--- config.mk ---
export PLATFORM = sky130hd
export DESIGN_NAME = ieu_muldiv
export DESIGN_NICKNAME = d
export VERILOG_FILES = /design/src/rtl/muldiv_pkg.sv /design/src/rtl/muldiv_divider.sv /design/src/rtl/ieu_muldiv.sv
export SDC_FILE = /design/constraint.sdc
export NUM_CORES = 2
export LEC_CHECK = 0
export CORE_UTILIZATION = 30
export DETAILED_ROUTE_END_ITERATION = 6
export MAX_ROUTING_LAYER = met4
export PLACE_DENSITY = 0.52
export SLEW_MARGIN = 20
export SYNTH_ARGS = -nofsm -noshare
export SYNTH_HDL_FRONTEND = slang
export SYNTH_SLANG_ARGS = --single-unit
export TNS_END_PERCENT = 100
--- constraint.sdc ---
create_clock -name clk_i -period 18.5 [get_ports clk_i]
set_clock_uncertainty 0.1 [all_clocks]
set_input_delay 3.7 -clock clk_i [delete_from_list [all_inputs] [get_ports clk_i]]
set_output_delay 3.7 -clock clk_i [all_outputs]
set_load 0.02 [all_outputs]
--- src/rtl/muldiv_pkg.sv ---
// Shared types and opcode constants for the IEU multiply/divide unit.
package muldiv_pkg;

  typedef enum logic [1:0] {
    ST_IDLE = 2'd0,
    ST_MUL  = 2'd1,
    ST_DIV  = 2'd2,
    ST_DONE = 2'd3
  } state_e;

  localparam logic [2:0] F3_MUL    = 3'b000;
  localparam logic [2:0] F3_MULH   = 3'b001;
  localparam logic [2:0] F3_MULHSU = 3'b010;
  localparam logic [2:0] F3_MULHU  = 3'b011;
  localparam logic [2:0] F3_DIV    = 3'b100;
  localparam logic [2:0] F3_DIVU   = 3'b101;
  localparam logic [2:0] F3_REM    = 3'b110;
  localparam logic [2:0] F3_REMU   = 3'b111;

  function automatic bit xlen_legal(input int xlen);
    return (xlen == 32) || (xlen == 64);
  endfunction

endpackage

--- src/rtl/muldiv_divider.sv ---
// Radix-2 restoring divider on unsigned magnitudes, one quotient bit per cycle.
// quotient_o/remainder_o show the values after the step taken in the current cycle.
module muldiv_divider
  import muldiv_pkg::*;
#(
  parameter int XLEN = 32,
  parameter int CW   = $clog2(XLEN + 1)
) (
  input  logic            clk_i,
  input  logic            rst_ni,
  input  logic            load_i,
  input  logic [XLEN-1:0] divisor_i,
  input  logic [XLEN-1:0] dividend_i,
  input  logic [CW-1:0]   n_i,
  output logic [XLEN-1:0] quotient_o,
  output logic [XLEN-1:0] remainder_o,
  output logic            last_o
);

  logic [XLEN-1:0] rem_q, quo_q, dsr_q;
  logic [CW-1:0]   cnt_q;

  logic [XLEN:0]   shifted, diff;
  logic [XLEN-1:0] rem_step, quo_step;
  logic [CW-1:0]   shamt;

  // Narrow (word) divisions pre-align the dividend so its top N bits are consumed first.
  assign shamt = CW'(XLEN) - n_i;

  always_comb begin
    shifted  = {rem_q, quo_q[XLEN-1]};
    diff     = shifted - {1'b0, dsr_q};
    rem_step = shifted[XLEN-1:0];
    quo_step = {quo_q[XLEN-2:0], 1'b0};
    if (!diff[XLEN]) begin
      rem_step = diff[XLEN-1:0];
      quo_step = {quo_q[XLEN-2:0], 1'b1};
    end
  end

  assign quotient_o  = quo_step;
  assign remainder_o = rem_step;
  assign last_o      = (cnt_q == CW'(1));

  always_ff @(posedge clk_i or negedge rst_ni) begin
    if (!rst_ni) begin
      rem_q <= '0;
      quo_q <= '0;
      dsr_q <= '0;
      cnt_q <= '0;
    end else if (load_i) begin
      rem_q <= '0;
      quo_q <= dividend_i << shamt;
      dsr_q <= divisor_i;
      cnt_q <= n_i;
    end else if (cnt_q != '0) begin
      rem_q <= rem_step;
      quo_q <= quo_step;
      cnt_q <= cnt_q - CW'(1);
    end
  end

endmodule

--- src/rtl/ieu_muldiv.sv ---
// Multi-cycle RISC-V M-extension unit: single-cycle multiply, iterative divide,
// Start/Busy/Done handshake with synchronous Flush.
module ieu_muldiv
  import muldiv_pkg::*;
#(
  parameter int XLEN     = 32,
  parameter bit WORD_OPS = (XLEN == 64)
) (
  input  logic            clk_i,
  input  logic            rst_ni,
  input  logic            start_i,
  input  logic            flush_i,
  input  logic [2:0]      funct3_i,
  input  logic            word_op_i,
  input  logic [XLEN-1:0] src_a_i,
  input  logic [XLEN-1:0] src_b_i,
  output logic            busy_o,
  output logic            done_o,
  output logic [XLEN-1:0] result_o
);

  localparam int CW = $clog2(XLEN + 1);

  generate
    if (!xlen_legal(XLEN)) begin : g_bad_xlen
      $error("ieu_muldiv: XLEN must be 32 or 64");
    end
  endgenerate

  function automatic logic [XLEN-1:0] sext32(input logic [XLEN-1:0] x);
    return XLEN'($signed(x[31:0]));
  endfunction

  function automatic logic [XLEN-1:0] zext32(input logic [XLEN-1:0] x);
    return XLEN'(x[31:0]);
  endfunction

  function automatic logic [XLEN-1:0] word_fix(input logic [XLEN-1:0] x, input logic w);
    return w ? sext32(x) : x;
  endfunction

  state_e          state_q, state_d;
  logic [XLEN-1:0] result_q, result_d;
  logic [XLEN-1:0] a_q, b_q;
  logic [2:0]      funct3_q;
  logic            word_q, q_neg_q, r_neg_q;

  // Start-cycle operand decode
  logic            word_in, div_signed_in, is_rem_in, accept;
  logic [XLEN-1:0] a_ext_in, b_ext_in, a_mag_in, b_mag_in, min_neg, special_res;
  logic            a_neg_in, b_neg_in, b_zero_in, ovf_in;
  logic [CW-1:0]   n_in;

  assign word_in       = word_op_i & WORD_OPS;
  assign div_signed_in = ~funct3_i[0];
  assign is_rem_in     = funct3_i[1];
  assign accept        = (state_q == ST_IDLE) && start_i && !flush_i;

  assign a_ext_in = word_in ? (div_signed_in ? sext32(src_a_i) : zext32(src_a_i)) : src_a_i;
  assign b_ext_in = word_in ? (div_signed_in ? sext32(src_b_i) : zext32(src_b_i)) : src_b_i;
  assign a_neg_in = div_signed_in & a_ext_in[XLEN-1];
  assign b_neg_in = div_signed_in & b_ext_in[XLEN-1];
  assign a_mag_in = a_neg_in ? -a_ext_in : a_ext_in;
  assign b_mag_in = b_neg_in ? -b_ext_in : b_ext_in;
  assign n_in     = word_in ? CW'(32) : CW'(XLEN);

  // Most-negative value of the active width, already sign-extended to XLEN.
  assign min_neg   = {XLEN{1'b1}} << (word_in ? 31 : XLEN - 1);
  assign b_zero_in = (b_ext_in == '0);
  assign ovf_in    = div_signed_in && (a_ext_in == min_neg) && (b_ext_in == '1);

  always_comb begin
    special_res = '0;
    if (b_zero_in) special_res = is_rem_in ? a_ext_in : '1;
    else           special_res = is_rem_in ? '0 : a_ext_in;
    special_res = word_fix(special_res, word_in);
  end

  // Multiplier: both operands sign/zero-extended to 2*XLEN; the wrapped product is exact.
  logic            a_sgn, b_sgn;
  logic [2*XLEN-1:0] a_w, b_w, prod;
  logic [XLEN-1:0] mul_res;

  assign a_sgn   = (funct3_q == F3_MULH) || (funct3_q == F3_MULHSU);
  assign b_sgn   = (funct3_q == F3_MULH);
  assign a_w     = {{XLEN{a_sgn & a_q[XLEN-1]}}, a_q};
  assign b_w     = {{XLEN{b_sgn & b_q[XLEN-1]}}, b_q};
  assign prod    = a_w * b_w;
  assign mul_res = (funct3_q == F3_MUL) ? word_fix(prod[XLEN-1:0], word_q)
                                        : prod[2*XLEN-1:XLEN];

  logic            div_load, div_last;
  logic [XLEN-1:0] div_quo, div_rem, div_res;

  muldiv_divider #(.XLEN(XLEN), .CW(CW)) u_divider (
    .clk_i       (clk_i),
    .rst_ni      (rst_ni),
    .load_i      (div_load),
    .divisor_i   (b_mag_in),
    .dividend_i  (a_mag_in),
    .n_i         (n_in),
    .quotient_o  (div_quo),
    .remainder_o (div_rem),
    .last_o      (div_last)
  );

  assign div_res = word_fix(funct3_q[1] ? (r_neg_q ? -div_rem : div_rem)
                                        : (q_neg_q ? -div_quo : div_quo), word_q);

  always_comb begin
    state_d  = state_q;
    result_d = result_q;
    div_load = 1'b0;
    case (state_q)
      ST_IDLE: begin
        if (start_i) begin
          if (!funct3_i[2]) begin
            state_d = ST_MUL;
          end else if (b_zero_in || ovf_in) begin
            state_d  = ST_DONE;
            result_d = special_res;
          end else begin
            state_d  = ST_DIV;
            div_load = 1'b1;
          end
        end
      end
      ST_MUL: begin
        state_d  = ST_DONE;
        result_d = mul_res;
      end
      ST_DIV: begin
        if (div_last) begin
          state_d  = ST_DONE;
          result_d = div_res;
        end
      end
      ST_DONE: state_d = ST_IDLE;
      default: state_d = ST_IDLE;
    endcase
    if (flush_i) begin
      state_d  = ST_IDLE;
      result_d = result_q;
      div_load = 1'b0;
    end
  end

  always_ff @(posedge clk_i or negedge rst_ni) begin
    if (!rst_ni) begin
      state_q  <= ST_IDLE;
      result_q <= '0;
      a_q      <= '0;
      b_q      <= '0;
      funct3_q <= '0;
      word_q   <= 1'b0;
      q_neg_q  <= 1'b0;
      r_neg_q  <= 1'b0;
    end else begin
      state_q  <= state_d;
      result_q <= result_d;
      if (accept) begin
        a_q      <= src_a_i;
        b_q      <= src_b_i;
        funct3_q <= funct3_i;
        word_q   <= word_in;
        q_neg_q  <= a_neg_in ^ b_neg_in;
        r_neg_q  <= a_neg_in;
      end
    end
  end

  assign busy_o   = (state_q != ST_IDLE);
  assign done_o   = (state_q == ST_DONE);
  assign result_o = result_q;

endmodule

==> impl_metrics.prom <==
# TYPE chip_impl_metric gauge
chip_impl_info{name="status",value="completed"} 1
chip_impl_metric{name="synth_edf_count",unit=""} 0
chip_impl_metric{name="syn_area",unit="µm²"} 53300
chip_impl_info{name="holdCritStartpoint",value="a_q[14]"} 1
chip_impl_metric{name="cts_repair_resize_count",unit=""} 0
chip_impl_metric{name="global_route_wire_length_before_repair",unit="µm"} 267500
chip_impl_metric{name="synth.yosys.warnings",unit=""} 0
chip_impl_metric{name="dieWidth",unit="µm"} 423.5
chip_impl_metric{name="clk-insertion-delay-late",unit="ns"} 0.57
chip_impl_info{name="yosys-top-cells-area",value="fa_1, dfrtp_1, inv_1"} 1
chip_impl_metric{name="tritoncts_num_sinks",unit=""} 205
chip_impl_metric{name="numCtsBuffers",unit=""} 27
chip_impl_metric{name="tightest_slew",unit="ns"} 1.112
chip_impl_metric{name="routed-via-count",unit=""} 41650
chip_impl_info{name="critical_path.slowest_cell",value="fa_1"} 1
chip_impl_metric{name="cts_buffer_depth",unit=""} 3
chip_impl_metric{name="post_layout_nets",unit=""} 7509
chip_impl_info{name="timing_worst_setup_path_type",value="register to register"} 1
chip_impl_metric{name="synth_async_sr_flop_share",unit="%"} 100.0
chip_impl_metric{name="die_height",unit="µm"} 423.5
chip_impl_info{name="rsz0062_at_grt",value="no"} 1
chip_impl_metric{name="core_area",unit="µm²"} 176300
chip_impl_metric{name="drv_slew",unit=""} 0
chip_impl_metric{name="grt_antenna_before_repair",unit=""} 16
chip_impl_metric{name="finalSetupViolations",unit=""} 0
chip_impl_metric{name="worst_path_required_time",unit="ns"} 18.82
chip_impl_info{name="most_used_dff_post_synth",value="dfrtp_1"} 1
chip_impl_metric{name="synth_area_per_cell",unit="µm²"} 8.630
chip_impl_metric{name="timing.critical_path.fanout_max",unit=""} 31
chip_impl_metric{name="io_buffers",unit=""} 104
chip_impl_metric{name="die-area",unit="µm²"} 179400
chip_impl_info{name="yosysTopAreaCell",value="fa_1"} 1
chip_impl_metric{name="ys_types",unit=""} 102
chip_impl_metric{name="grt_pass1_vias",unit=""} 43880
chip_impl_metric{name="placementRows",unit=""} 154
chip_impl_metric{name="antenna_violating_nets_post_route",unit=""} 0
chip_impl_info{name="hold_path.class",value="register to register"} 1
chip_impl_metric{name="design.portCount",unit=""} 106
chip_impl_metric{name="timing.final.crit_share",unit="%"} 53.82
chip_impl_metric{name="placed_cells_incl_taps",unit=""} 8367
chip_impl_metric{name="cts_hold_buf",unit=""} 0
chip_impl_metric{name="detailedPlacementHpwl",unit="µm"} 135200
chip_impl_metric{name="post-route-drc-count",unit=""} 0
chip_impl_metric{name="worst_hold_slack",unit="ns"} 0.3746
chip_impl_metric{name="wl",unit="µm"} 170000
chip_impl_metric{name="cts_htree_levels",unit=""} 1
chip_impl_metric{name="grt_max_degree",unit=""} 85
chip_impl_info{name="root_buffer",value="clkbuf_16"} 1
chip_impl_metric{name="postLayoutCoreUtil",unit="%"} 32.68
chip_impl_metric{name="fillers",unit=""} 18590
chip_impl_metric{name="post_route_cells_drive_above_1_share",unit="%"} 3.785
chip_impl_metric{name="gp_congestion",unit=""} 0.9285
chip_impl_metric{name="cap_viol_max_count",unit=""} 0
chip_impl_metric{name="first_pass_iters",unit=""} 6
chip_impl_metric{name="layoutNonFillerInstCount",unit=""} 8424
chip_impl_info{name="cp_common_cell",value="fa_1"} 1
chip_impl_metric{name="mapped_cells",unit=""} 6176
chip_impl_info{name="post-synth-top-count-cell",value="inv_1"} 1
chip_impl_metric{name="areaGrowthSynthToFinish",unit="%"} 8.115
chip_impl_metric{name="cpPeakStageDelay",unit="ns"} 0.86
chip_impl_info{name="cts_tree",value="yes"} 1
chip_impl_info{name="worstSetupStartpointType",value="register"} 1
chip_impl_metric{name="synth_seq_cells",unit=""} 205
chip_impl_metric{name="detail_route.iter0.violations",unit=""} 3096
chip_impl_metric{name="timing.fmax",unit="MHz"} 100.4
chip_impl_metric{name="global_route.usage.total",unit="%"} 19.76
chip_impl_info{name="cp_capture_type",value="register"} 1
chip_impl_info{name="setup.worst_path.start",value="funct3_q[0]"} 1
chip_impl_info{name="synth.top_cells.by_count",value="inv_1, nand2_1, fa_1, clkbuf_1, and2_1"} 1
chip_impl_metric{name="cts.reportedPaths.clkPinSlew",unit="ns"} 0.06
chip_impl_metric{name="maxSlewHeadroom",unit="%"} 25.85
chip_impl_metric{name="top_cell_type_s_share_of_synthesized_area",unit="%"} 42.29
chip_impl_metric{name="critPathArrivalTime",unit="ns"} 10.28
chip_impl_metric{name="initial_cell_density_of_the_core",unit="%"} 30.23
chip_impl_metric{name="setup-tns-final",unit="ns"} 0
chip_impl_metric{name="mappedNetlistNets",unit=""} 7629
chip_impl_metric{name="postCtsSetupRepairBufs",unit=""} 0
chip_impl_metric{name="min_period",unit="ns"} 9.958
chip_impl_metric{name="routed_via_density",unit=""} 4.944
chip_impl_metric{name="finalHoldViolations",unit=""} 0
chip_impl_metric{name="synth-seq-area-share",unit="%"} 9.625
chip_impl_metric{name="drt-wirelength-per-cell",unit="µm"} 20.18
chip_impl_metric{name="overflow",unit=""} 0
chip_impl_info{name="r2r_start",value="funct3_q[0]"} 1
-- area by class of cell --
cell class	instances	area (µm²)	area share, %
diodes	8	20.02	0.03474
clock buffers	38	797.0	1.383
clock inverters	11	166.4	0.2888
inverters	1254	4707	8.168
multi-input cells	4364	42080	73.02
flip-flops and latches	205	5134	8.909
well taps	2340	2928	5.081
repair buffers	204	1797	3.118
-- worst paths after layout --
check | cells after the start | slack [ns] | endpoint
max | 30 | 8.54 | result_o[31]
min reg2reg | 2 | 0.37 | a_q[14]
max reg2reg | 30 | 8.54 | result_o[31]
min | 2 | 0.37 | a_q[14]
min in group asynchronous | 1 | 2.99 | u_divider.rem_q[24]
max in group asynchronous | 2 | 13.82 | b_q[18]
-- state kept, by name, indices dropped and copies added (netlist names) --
signal,cells
a_q,32
b_q,32
result_o,32
u_divider.dsr_q,32
u_divider.quo_q,32
u_divider.rem_q,32
u_divider.cnt_q,6
funct3_q,3
state_q,2
q_neg_q,1
r_neg_q,1
-- cells in the final DEF, fill, tap and decap left out, types with 12 or more instances in the layout --
master	n
o21ai_0	138
ha_1	255
nor2b_1	12
nor4_1	18
nand2b_1	16
a211oi_1	49
a31oi_1	60
maj3_1	28
nand3_1	35
and2_1	318
o21a_1	24
nor3_1	65
o41ai_1	15
o31ai_1	33
o221ai_1	12
xor2_1	78
a221oi_1	15
clkbuf_16	27
xnor2_1	124
buf_4	100
dfrtp_1	202
clkdlybuf4s50_1	103
nor2_1	234
o21bai_1	18
fa_1	1126
nand4_1	26
nand2_1	1146
or3_1	34
a21o_1	55
inv_1	1251
or2_2	21
o211ai_1	20
and3_1	14
mux2i_1	29
a21oi_1	175
or4_1	16
-- metal layers --
metal	vias to the layer above	track usage (%)	part of all wire, %	routed length [µm]
li1	18560	-	-	-
met1	21740	26.48	44	74730
met2	1143	32.33	48	81890
met3	209	1.538	5.1	8670
met4	0	4.952	2.8	4688
met5	-	-	0	0
-- through the flow --
step | area [µm²] | setup slack [ns]
floorplan | 53300 | 9.666
global placement | 56640 | 8.718
detailed placement | 56640 | 8.675
CTS | 57610 | 8.592
global route | 57620 | 8.067
finish | 57630 | 8.542
-- critical path: cells and delay by family, from the launching register on --
kind	cells	cell delay, ns
simple gates	3	0.48
flops	1	0.47
buf+inv	9	1.47
compound gates	7	1.93
fa+ha+maj	9	4.85
xor+xnor	2	0.50
-- logic make-up (layout without fill, tap and decap cells) --
logic type      Yosys count  count (layout)  share of synthesized area (%)
xor+xnor                202             202                          3.319
fa+ha+maj              1409            1409                          48.80
other cells               0               8                              0
buf+inv                1607            1507                          11.52
flops                   205             205                          9.625
compound gates          718             718                          9.059
simple gates           2000            2000                          17.01
mux                      35              35                         0.6714
Power is left out: the tool's default activity adds up to more than one toggle a clock period on the data nets, which glitch-free logic cannot reach.
